$ cat src/rtl/mem_port_arbiter.sv
// Shares one single-beat AXI4 master port between fetch (m0, read-only) and exec (m1, read/write); one transfer in flight.
// Optional ARB_ROUND_ROBIN_EN: ties alternate between requesters; default is fixed priority m1 > m0.
module mem_port_arbiter #(
   parameter int ADDR_W = 22
) (
   input  logic              clk,
   input  logic              rstn,
   input  logic              m0_req,
   input  logic [ADDR_W-1:0] m0_addr,
   output logic              m0_done,
   input  logic              m1_req,
   input  logic              m1_we,
   input  logic              m1_byte,
   input  logic [ADDR_W-1:0] m1_addr,
   input  logic [31:0]       m1_wdata,
   output logic              m1_done,
   output logic [31:0]       rd_data,
   output logic [ADDR_W-1:0] araddr,
   output logic              arvalid,
   input  logic              arready,
   input  logic [31:0]       rdata,
   input  logic              rvalid,
   output logic              rready,
   output logic [ADDR_W-1:0] awaddr,
   output logic              awvalid,
   input  logic              awready,
   output logic [31:0]       wdata,
   output logic              wvalid,
   input  logic              wready,
   input  logic              bvalid,
   output logic              bready,
   output logic [2:0]        axsize
);

   localparam logic [2:0] SIZE_WORD = 3'b010;
   localparam logic [2:0] SIZE_BYTE = 3'b000;

   typedef enum logic [1:0] {IDLE, RD, WR} state_t;

   state_t state_q;
   logic   owner_q;
   logic   grant_m1;

`ifdef ARB_ROUND_ROBIN_EN
   logic   prio_q;   // requester that wins the next tie (1 = m1)
   assign grant_m1 = m1_req & (~m0_req | prio_q);
`else
   assign grant_m1 = m1_req;
`endif

   always_ff @(posedge clk or negedge rstn) begin
      if (!rstn) begin
         state_q <= IDLE;
         owner_q <= 1'b0;
`ifdef ARB_ROUND_ROBIN_EN
         prio_q  <= 1'b1;
`endif
         m0_done <= 1'b0;
         m1_done <= 1'b0;
         rd_data <= '0;
         araddr  <= '0;
         arvalid <= 1'b0;
         rready  <= 1'b0;
         awaddr  <= '0;
         awvalid <= 1'b0;
         wdata   <= '0;
         wvalid  <= 1'b0;
         bready  <= 1'b0;
         axsize  <= SIZE_WORD;
      end else begin
         m0_done <= 1'b0;
         m1_done <= 1'b0;
         case (state_q)
            IDLE: begin
               // The done cycle is skipped so the finished requester can drop its req first.
               if (!(m0_done || m1_done) && (m0_req || m1_req)) begin
                  owner_q <= grant_m1;
`ifdef ARB_ROUND_ROBIN_EN
                  prio_q  <= ~grant_m1;
`endif
                  if (grant_m1 && m1_we) begin
                     awaddr  <= m1_addr;
                     wdata   <= m1_wdata;
                     axsize  <= m1_byte ? SIZE_BYTE : SIZE_WORD;
                     awvalid <= 1'b1;
                     wvalid  <= 1'b1;
                     bready  <= 1'b1;
                     state_q <= WR;
                  end else begin
                     araddr  <= grant_m1 ? m1_addr : m0_addr;
                     axsize  <= (grant_m1 && m1_byte) ? SIZE_BYTE : SIZE_WORD;
                     arvalid <= 1'b1;
                     rready  <= 1'b1;
                     state_q <= RD;
                  end
               end
            end
            RD: begin
               if (arvalid && arready) arvalid <= 1'b0;
               if (rvalid && rready) begin
                  arvalid <= 1'b0;
                  rready  <= 1'b0;
                  rd_data <= rdata;
                  m0_done <= ~owner_q;
                  m1_done <= owner_q;
                  state_q <= IDLE;
               end
            end
            WR: begin
               if (awvalid && awready) awvalid <= 1'b0;
               if (wvalid && wready)   wvalid  <= 1'b0;
               // An early response closes the transfer regardless of pending aw/w handshakes.
               if (bvalid && bready) begin
                  awvalid <= 1'b0;
                  wvalid  <= 1'b0;
                  bready  <= 1'b0;
                  m1_done <= 1'b1;
                  state_q <= IDLE;
               end
            end
            default: state_q <= IDLE;
         endcase
      end
   end

endmodule
$ cat config.mk
export PLATFORM = sky130hd
export DESIGN_NAME = mem_port_arbiter
export DESIGN_NICKNAME = d
export VERILOG_FILES = /design/src/rtl/mem_port_arbiter.sv
export SDC_FILE = /design/constraint.sdc
export NUM_CORES = 1
export LEC_CHECK = 0
export CORE_MARGIN = 2
export CORE_UTILIZATION = 28
export DETAILED_ROUTE_END_ITERATION = 8
export PLACE_DENSITY = 0.67
export SLEW_MARGIN = 5
export SYNTH_ARGS = -nofsm -noshare
export SYNTH_HDL_FRONTEND = slang
export SYNTH_SLANG_ARGS = --single-unit
$ cat constraint.sdc
create_clock -name clk -period 1.7 [get_ports clk]
set_input_delay 0.17 -clock clk [delete_from_list [all_inputs] [get_ports clk]]
set_output_delay 0.17 -clock clk [all_outputs]
set_load 0.02 [all_outputs]
==> results.cfg, run 1 <==
[run_status]
status = finished, final reports clean

[global_routing]
grtUsageTotal = 0.151
grt_overflow = 0
antenna_found_initial = 1
grt_pass1_vias = 3914
grt_pass1_wl_mm = 20.9
grt_max_degree = 45

[sta]
drv_slew = 0
setup_viol = 0
period_share = 0.993
rsz0062_at_grt = yes
finalClockSkew_ns = 0.00500
setup_slack_ns = 0.0127
max_freq_mhz = 593
min_period_ns = 1.69
hold_viol = 0
holdWs_ns = 0.0788

[power]
power_uw = 16300
power.internal_uw = 10800
leakagePower_uw = 0.00354
p_clk_frac = 0.224
p_seq_frac = 0.309
p_sw_uw = 5530
p_comb_frac = 0.468
peakVddDrop_uv = 813
power_density_nw_per_um2 = 1970
p_sw_frac = 0.338

[route]
post_drt_wl_per_cell_um = 16.8
viasPerCell = 4.42
final_antenna_net_count = 0
wl_mm = 13.9
dr.pass1.iters = 4
drc = 0
vias = 3669
drtIter0Drc = 126

[synth]
synth_area_leaders = dfrtp_1, mux2_2, mux2i_1
async_reset_ff_frac = 1.00
yosys.area.top_type = dfrtp_1
postSynthCellCount = 336
ys_ff_latch = 119
yosys_warnings = 0
yosysSeqAreaShare = 0.618
synth_area_sq_um = 4820
synth_edf_count = 0
synth_top_area_frac = 0.613
syn_avg_cell_area_sq_um = 14.3
synth_flop_cell = dfrtp_1
synth_cell_types = 33

[worst_setup_path]
critPathLaunch = state_q[1]$_DFFE_PN0P_
cp_data_required_time_ns = 1.99
end_kind = flip-flop
critPathMaxFanout = 12
rr_startpoint = state_q[1]$_DFFE_PN0P_
startpoint_type = flip-flop
worstPathArrival_ns = 1.98
path_class = flip-flop to flip-flop
ff2ff_setup_slack_ns = 0.01

[worst_hold_path]
hp-class = primary input to flip-flop
min_from = m1_req

[floorplanning]
dieArea_sq_um = 18300
die_width_um = 135
start_util = 0.289
core-area_sq_um = 16700
ios = 237
die_h_um = 135
rows = 47

[placement]
dp_slack_ns = -0.157
post-dp-hpwl_mm = 10.1
dp.cells = 793
placed_area_sq_um = 7560
io_buffer_count = 234
gp_congestion = 0.771

[clock_tree]
clkSinkCount = 119
cts_buffer_depth = 2
tritoncts = done
htree_levels = 4
numCtsBuffers = 17
root_buffer = clkbuf_16
clk_latency_ns = 0.40
clk_pin_slew_ns = 0.05

[finish]
layout-drive-gt1-share = 0.238
diodes = 0
fin_cells = 830
nets = 721
stdcell_area_sq_um = 8310
syn_to_final_growth_pct = 72.4
fillers = 1452

[job]
max-cap-violations = 0
power by group through the flow:
| stage | Combinational [uW] | Sequential [uW] | Clock, uW |
|---|---|---|---|
| CTS | 7580 | 5050 | 3750 |
| finish | 7640 | 5050 | 3650 |
| detailed placement | 7490 | 5070 | 0 |
| floorplan | 1990 | 6680 | 0 |
| global placement | 7340 | 5010 | 0 |
| global route | 8100 | 5220 | 3900 |
synthesized netlist by cell type, drive strengths merged, types with 2 or more instances:
| cell type | instances |
|---|---|
| a21oi | 3 |
| o21ba | 2 |
| nor2 | 3 |
| nor2b | 2 |
| o21ai | 24 |
| o22a | 2 |
| ha | 4 |
| inv | 2 |
| mux2i | 24 |
| clkbuf | 3 |
| nand3 | 3 |
| a31oi | 4 |
| mux2 | 86 |
| a21boi | 2 |
| buf | 14 |
| nand2 | 29 |
| dfrtp | 118 |
flip-flops by register name, summed over array words and instances (netlist names):
name,cells
owner_q,1
rready,1
arvalid,1
araddr,22
bready,1
rd_data,32
wvalid,1
state_q,2
axsize,1
m0_done,1
m1_done,1
wdata,32
awvalid,1
awaddr,22
per-stage QoR:
| step | util | TNS [ns] |
|---|---|---|
| after floorplan | - | -2.08 |
| after global placement | 0.453 | -5.00 |
| after detailed placement | 0.453 | -6.66 |
| after CTS | 0.493 | -0.0418 |
| after global routing | 0.497 | -0.541 |
| final | 0.497 | 0 |
path summary, 6_finish.rpt:
kind / end / cells past startpoint
max: wdata[16]$_DFFE_PN0P_ / 7
min: axsize[1]$_DFFE_PN1P_ / 2
max reg2reg: wdata[16]$_DFFE_PN0P_ / 7
min reg2reg: araddr[0]$_DFFE_PN0P_ / 2
max in group asynchronous: rd_data[23]$_DFFE_PN0P_ / 3
min in group asynchronous: wdata[10]$_DFFE_PN0P_ / 2
per-layer routing:
layer  vias up  global-route usage  part of all wire
met5         -                   0           0.00079
met4         2              0.0469            0.0089
met3        10              0.0629             0.079
met2       133               0.258              0.52
met1      1813               0.172              0.39
li1       1711                   -                 -
worst max-delay path, stage by stage, from the launching register on:
cell and delay, ns:
dfrtp_1 0.39, inv_2 0.09, ha_4 0.15, nand3_4 0.08, nor3_4 0.17, buf_6 0.17
clkbuf_16 0.18, mux2_2 0.34
layout make-up:
cell class / count / area, sq um / share of cell area
multi-input cells: 199 / 1790 / 0.216
flip-flops and latches: 119 / 2980 / 0.359
repair buffers: 259 / 2640 / 0.318
inverters: 2 / 7.51 / 0.000904
clock inverters: 8 / 120 / 0.0145
clock buffers: 23 / 488 / 0.0587
well taps: 220 / 275 / 0.0331
repair_timing:
item,in CTS,in global routing
hold buffers,1,0
setup endpoints to repair,34,76
cloned,1,1
buffers inserted,2,1
endpoints found under the hold margin,28,0
pin swaps,0,1
resized for setup,5,13
cells by family after synthesis:
family / count (synthesis) / share of synthesized area
AND/OR/NAND/NOR: 43 / 0.0428
other: 1 / 0.000778
multiplexers: 110 / 0.251
flip-flops: 119 / 0.618
buffers and inverters: 19 / 0.0265
AO/OA/AOI/OAI: 40 / 0.0504
adder cells (fa/ha/maj): 4 / 0.0104
cells in the final DEF, fill, tap and decap left out, types with 3 or more instances in the layout:
cell and count:
a21oi_1 3, a31oi_1 4, buf_12 6, buf_4 15, bufinv_16 3, clkbuf_16 18
clkbuf_8 4, clkdlybuf4s50_1 228, clkinv_2 3, dfrtp_1 118, dlygate4sd2_1 3, ha_1 3
mux2_1 7, mux2_2 67, mux2_4 12, mux2i_1 24, nand2_1 29, nor2_1 3
o21ai_0 23
Power figures use the tool's default switching activity.
==> run 2: changes to the inputs <==
--- a/config.mk
+++ b/config.mk
@@ -6,9 +6,11 @@
 export NUM_CORES = 1
 export LEC_CHECK = 0
 export CORE_MARGIN = 2
-export CORE_UTILIZATION = 28
+export CORE_UTILIZATION = 37
+export CTS_BUF_LIST = sky130_fd_sc_hd__clkbuf_16
+export CTS_CLUSTER_SIZE = 16
 export DETAILED_ROUTE_END_ITERATION = 8
-export PLACE_DENSITY = 0.67
+export PLACE_DENSITY = 0.83
 export SLEW_MARGIN = 5
 export SYNTH_ARGS = -nofsm -noshare
 export SYNTH_HDL_FRONTEND = slang
==> results.cfg, run 2 (same netlist as run 1, synthesis figures left out) <==
[run_status]
status = finished, final reports clean

[route]
post_drt_wl_per_cell_um = 17.8
drtIter0Drc = 187
wl_mm = 14.0
vias = 3736
drc = 0
viasPerCell = 4.76
final_antenna_net_count = 0
dr.pass1.iters = 4

[sta]
rsz0062_at_grt = yes
setup_viol = 0
min_period_ns = 1.70
finalClockSkew_ns = 0.00378
period_share = 1.00
relSlewSlack = 0.577
max_freq_mhz = 588
tns_ns = 0
drv_slew = 0
tightest_slew_ns = 0.635
hold_viol = 0

[power]
power.internal_uw = 10700
p_sw_uw = 5610
leakagePower_uw = 0.00360
peakVddDrop_uv = 992
p_comb_frac = 0.482
power_density_nw_per_um2 = 1960
p_sw_frac = 0.344
p_seq_frac = 0.311
p_clk_frac = 0.207
power_uw = 16300

[worst_setup_path]
worstPathArrival_ns = 1.99
end_kind = flip-flop
startpoint_type = flip-flop
path_cells = inv_2 > ha_4 > nand3_4 > nor3_4 > buf_6 > buf_12 > mux2_2
path_class = flip-flop to flip-flop
r2r_cells = 7
crit_path_max_incr_delay_ns = 0.39
critPathMaxFanout = 10
cp_data_required_time_ns = 1.99
crit_slowest_cell = dfrtp_1
critical_path_depth = 7
cp_top_family = buffers and inverters
cp_num_buf_inv = 3

[clock_tree]
cts_buffer_depth = 2
tritoncts = done
clk_latency_ns = 0.41
clkSinkCount = 119
root_buffer = clkbuf_16
clk_pin_slew_ns = 0.05
numCtsBuffers = 17
htree_levels = 4

[floorplanning]
start_util = 0.380
ios = 237
rows = 41
die_h_um = 118
dieArea_sq_um = 14000
die_width_um = 118
core-area_sq_um = 12700

[finish]
layout_commonest_cell = clkdlybuf4s50_1
diodes = 0
layout-drive-gt1-share = 0.251
stdcell_area_sq_um = 8310
syn_to_final_growth_pct = 72.4
nets = 724
largestRegisters = rd_data: 32 flops, wdata: 32 flops
mostFrequentLayoutCells = clkdlybuf4s50_1, dfrtp_1, mux2_2

[global_routing]
grt_max_degree = 69
grt_overflow = 0
grt_pass1_wl_mm = 20.9
antenna_found_initial = 0
grt_pass1_vias = 4015
grtUsageTotal = 0.193

[placement]
placed_area_sq_um = 7450
post-dp-hpwl_mm = 9.54
io_buffer_count = 234
gp_congestion = 0.792

[job]
max-cap-violations = 0

[worst_hold_path]
hp-class = primary input to flip-flop
hold_depth = 4
## run 2: changes by cell type in the layout (fill, tap and decap cells not counted), moves of 2 or more
cell        delta
mux2_4        +21
clkinvlp_4     +4
clkbuf_1       -2
clkbuf_8       -4
mux2_2        -16
mux2_1         -5
buf_6          +2
## run 2: power groups by stage
stage                     Clock (uW)  Sequential [uW]  Combinational [uW]
after floorplan                    0             6680                1990
after global placement             0             4980                7240
after detailed placement           0             5080                7410
after CTS                       3440             5060                7520
after global routing            3590             5240                8250
final                           3370             5060                7850
## run 2: metrics by stage
step | util | setup slack [ns] | hold WS [ns] | std cells
after CTS | 0.638 | -0.0443 | 0.160 | 778
final | 0.655 | 0.000739 | 0.174 | 785
after floorplan | - | -0.0426 | -0.126 | 337
after detailed placement | 0.588 | -0.210 | 0.216 | 744
after global routing | 0.655 | -0.0702 | 0.189 | 785
after global placement | 0.588 | -0.155 | 0.210 | 744
## run 2: metal layers
metal,track usage,vias to the layer above,wire [um]
met5,0,-,0
met4,0.0738,0,426
met3,0.0741,31,1140
met2,0.332,175,6910
met1,0.214,1815,5530
li1,-,1715,-
## run 2: worst min-delay path, cell delays in order
cell and delay [ns]:
buf_2 0.15, nand2_1 0.09, nand2_1 0.06, mux2i_1 0.06
## run 2: final cells by class
class                           count  area (sq um)
Clock inverter                     14           138
Sequential cell                   119          2980
Multi-Input combinational cell    199          1860
Inverter                            2          7.51
Tap cell                          172           215
Fill cell                         916          4370
Clock buffer                       17           425
Timing Repair Buffer              262          2680
## run 2: repair_timing
item | 4_1_cts | 5_1_grt
setup endpoints to repair | 57 | 81
resized for setup | 8 | 38
pin swaps | 1 | 1
hold endpoints to repair | 118 | 0
hold buffers | 1 | 0
gates cloned | 1 | 4
buffers inserted | 1 | 3
## run 2: path summary, 6_finish.rpt
check | start | end | slack, ns
worst max-delay path | state_q[1]$_DFFE_PN0P_ | wdata[26]$_DFFE_PN0P_ | 0.0007
worst min-delay path | m1_req | state_q[0]$_DFFE_PN0P_ | 0.17
worst max register to register | state_q[1]$_DFFE_PN0P_ | wdata[26]$_DFFE_PN0P_ | 0.0007
worst min register to register | owner_q$_DFFE_PN0P_ | m0_done$_DFF_PN0_ | 0.48
max in group asynchronous | rstn | rd_data[20]$_DFFE_PN0P_ | 0.81
min in group asynchronous | rstn | araddr[7]$_DFFE_PN0P_ | 0.32
==> edit 1, RTL diff (config.mk and constraints of run 1) <==
The option `ARB_ROUND_ROBIN_EN` is turned on by a define.
--- a/src/rtl/mem_port_arbiter.sv
+++ b/src/rtl/mem_port_arbiter.sv
@@ -2,2 +2,4 @@
 // Optional ARB_ROUND_ROBIN_EN: ties alternate between requesters; default is fixed priority m1 > m0.
+`define ARB_ROUND_ROBIN_EN
+
 module mem_port_arbiter #(
Behaviour: not the same (a bounded check fails within 10 cycles, from zero or initial values and one cycle with rstn low).
==> edit 1 against run 1 <==
- the flow now finishes with violations (setup timing)
- wire length up 1.8%
- sequential power up 1%
- total power up 4.1%
- final area up 1.0%
- synthesized cell count up 5.1%
- area after synthesis up 1.8%
- setup slack worse by 0.017 ns
- final cell count up 2.9%
- sequential cell count up 1
- global-route usage up 0.096 points
- largest power group unchanged
==> edit 1: results (changes against run 1) <==
metric;value;unit;change
violations;setup timing;;
globalRouteMet2Util;0.2532;;-0.004545
grt_max_degree;48;;+6.7%
skew;0.01444;ns;+0.009437 ns
routedWlPerCell;16.60;um;-1.0%
fin_ws;-0.004056;ns;-0.01676 ns
netlist-cell-type-count;39;;+18%
met1_usage;0.1676;;-0.004610
drive_gt1_frac;0.2560;;+0.01826
pwr-share-comb;0.509;;+0.041
routed_wl;14180;um;+1.8%
synth_common_cells;118 x dfrtp_1, 70 x mux2_2, 29 x nor2_1, 22 x o22ai_1, 20 x a21oi_2;;
fillers;1501;;+3.4%
vias_per_cell;4.516;;+2.2%
gp_congestion;0.7562;;-1.9%
outcome;complete, but fails checks;;
synth.area.top_cells;dfrtp_1 60%, mux2_2 16%, mux2_1 3.9%, a21oi_2 3.6%, o22ai_1 2.8%;;
dp_hpwl;10400;um;+2.9%
place_area;7650;um^2;+1.1%
drt-met1-wl;5663;um;+3.8%
finalSetupViolations;4;;+4
dp_slack;-0.08193;ns;+0.07496 ns
dr.first_iter.drc_count;104;;-17%
path_max_fanout;6;;-6
grt_pass1_vias;4100;;+4.8%
-- edit 1: changes by cell type in the layout (fill, tap and decap cells not counted), moves of 6 or more --
cell     delta
mux2i_1    -24
nor2_1     +23
nand2_1    -22
o22ai_1    +22
a21oi_2    +19
o21ai_0    -17
mux2_4     -12
mux2_1     +10
buf_12      +6
-- edit 1: logic make-up after synthesis --
group	synth area share
AOI/OAI and AO/OA	0.09970
other	0.0007642
buffers and inverters	0.03034
adders and majority gates	0.007650
muxes	0.1996
and+or+nand+nor	0.04946
DFF	0.6124
-- edit 1: critical path, stage by stage (launching register included) --
cell and delay (ns):
dfrtp_1 0.40, inv_2 0.09, ha_4 0.14, or3b_4 0.41
nor2_4 0.13, buf_12 0.13, buf_12 0.10, clkbuf_16 0.13
a21oi_2 0.05
-- edit 1: worst paths after layout --
kind / start / endpoint
setup / recovery: state_q[1]$_DFFE_PN0P_ / araddr[16]$_DFFE_PN0P_
hold / removal: rstn / araddr[0]$_DFFE_PN0P_
setup reg to reg: state_q[1]$_DFFE_PN0P_ / araddr[16]$_DFFE_PN0P_
hold reg to reg: owner_q$_DFFE_PN0P_ / m0_done$_DFF_PN0_
max in group asynchronous: rstn / prio_q$_DFFE_PN1P_
min in group clk: m1_byte / axsize[1]$_DFFE_PN1P_
-- edit 1: final cells by class --
| type | instances | area [um^2] | share of cell area |
|---|---|---|---|
| sequential | 120 | 3005 | 0.3581 |
| clock inverter | 9 | 77.57 | 0.009243 |
| tap | 225 | 281.5 | 0.03354 |
| timing repair buffer | 264 | 2764 | 0.3293 |
| multi-input combinational | 211 | 1799 | 0.2144 |
| clock buffer | 22 | 454.2 | 0.05411 |
| inverter | 3 | 11.26 | 0.001342 |
==> edit 2, RTL diff (config.mk and constraints of run 1) <==
Made on the original files. The 3 states of `state_t` get a one-hot encoding in 3 bits.
--- a/src/rtl/mem_port_arbiter.sv
+++ b/src/rtl/mem_port_arbiter.sv
@@ -37,3 +37,3 @@
 
-   typedef enum logic [1:0] {IDLE, RD, WR} state_t;
+   typedef enum logic [2:0] {IDLE = 3'b001, RD = 3'b010, WR = 3'b100} state_t;
 
Check against the original RTL: no difference found for any inputs over 4 cycles, from zero or initial values and one cycle with rstn low; so few cycles prove little.
==> edit 2 against run 1 <==
- the flow now finishes with violations (setup timing)
- sequential power rose by 1%
- wire length rose by 3.9%
- area after synthesis rose by 0.26%
- fmax fell by 19%
- final area rose by 6.0%
- sequential cell count rose by 1
- total power rose by 5.2%
- clock power fell by 5.8%
- worst hold slack improved by 0.036 ns
- setup slack got worse by 0.39 ns
- combinational power rose by 13%
- critical path type unchanged
- highest routed layer is now met4
==> edit 2: results (changes against run 1) <==
metric;value;unit;change
fillers;1464;;+0.83%
skew;0.007138;ns;+0.002138 ns
r2r_start;state_q[0]$_DFFE_PN1P_;;
leakagePower;3.765;nW;+6.5%
yosysSeqAreaShare;0.6221;;+0.003838
regArea;3005;um^2;+0.88%
synth_common_cells;130 x mux2_2, 118 x dfrtp_1, 6 x buf_6, 5 x buf_2, 4 x o22a_1;;
grt_pass1_vias;4038;;+3.2%
stdcell_count;810;;-2.4%
outcome;complete, but fails checks;;
hold_path.class;primary input to asynchronous set/reset pin;;
dp.cells;761;;-4.0%
dp_hpwl;9609;um;-4.9%
async_flop_share;1.000;;unchanged
nNetsFinal;690;;-4.3%
fin_ws;-0.3760;ns;-0.3887 ns
n_all_inverters;0;;-2
buffer_area_frac;0.3244;;+0.006205
grt_pass1_wl;21950;um;+4.9%
rr_endpoint;wdata[18]$_DFFE_PN0P_;;
finalSetupViolations;118;;+118
dp_slack;-0.4151;ns;-0.2582 ns
avgSynthCellArea;16.32;um^2;+14%
vdd_ir_drop_max;1.010;mV;+24%
gp_congestion;0.7171;;-6.9%
violations;setup timing;;
track_usage;0.1574;;+0.006628
vias;3567;;-2.8%
whs;0.1148;ns;+0.03601 ns
place_area;7675;um^2;+1.5%
buffers;271;;+4.6%
routed_wl;14470;um;+3.9%
multi_input_gates;161;;-19%
post_cts_resized;64;;+59
clockBufferCount;21;;-8.7%
fin_setup_tns;-26.61;ns;-26.61 ns
post_cts_buffers;6;;+4
path_max_fanout;14;;+2
drive_gt1_frac;0.3647;;+0.1270
clock_area_frac;0.06565;;-0.007540
antennaDiodeCount;1;;+1
netlist-cell-type-count;26;;-21%
cts_sinks;120;;+0.84%
rr_worst_depth;4;;-3
synth.area.top_cells;dfrtp_1 61%, mux2_2 30%, buf_6 1.4%, dfstp_2 1.1%, o22a_1 0.73%;;
dr.first_iter.drc_count;85;;-33%
grt_max_degree;62;;+38%
## edit 2: changes by cell type in the layout (fill, tap and decap cells not counted), moves of 3 or more
cell / change
a31oi_1: -4
buf_8: +3
mux2_2: -23
buf_6: +5
nand2_1: -26
mux2_4: +75
mux2i_1: -24
o21ai_0: -23
ha_1: -3
mux2_1: -6
## edit 2: power breakdown
part / internal (mW) / switching, mW / leakage [nW]
registers: 4.30 / 0.809 / 1.43
logic: 5.10 / 3.54 / 2.06
clock network: 2.16 / 1.29 / 0.277
total: 11.6 / 5.64 / 3.77
## edit 2: kinds of logic (layout without fill, tap and decap cells)
family,count (synthesis),count (layout),synth area share
AOI/OAI and AO/OA,13,13,0.02461
buffers and inverters,16,303,0.02460
DFF,120,120,0.6221
muxes,132,132,0.3077
other,1,3,0.0007763
and+or+nand+nor,14,14,0.02020
## edit 2: metal layers
metal  part of all wire  GRT usage
met1               0.40     0.1806
met2               0.52     0.2741
met3              0.069    0.05499
met4              0.017    0.05266
met5                  0          0
## edit 2: worst max path at each step
stage / from / endpoint
finish: state_q[0]$_DFFE_PN1P_ / wdata[18]$_DFFE_PN0P_
global placement: state_q[0]$_DFFE_PN1P_ / wdata[1]$_DFFE_PN0P_
detailed placement: state_q[0]$_DFFE_PN1P_ / wdata[31]$_DFFE_PN0P_
floorplan: state_q[0]$_DFFE_PN1P_ / araddr[10]$_DFFE_PN0P_
CTS: state_q[0]$_DFFE_PN1P_ / awaddr[8]$_DFFE_PN0P_
global route: state_q[0]$_DFFE_PN1P_ / awaddr[7]$_DFFE_PN0P_
## edit 2: critical path, stage by stage (launching register included)
cell and delay, ns:
dfstp_2 0.52, or4b_4 0.49, and4bb_4 0.42, buf_12 0.19
mux2_4 0.32
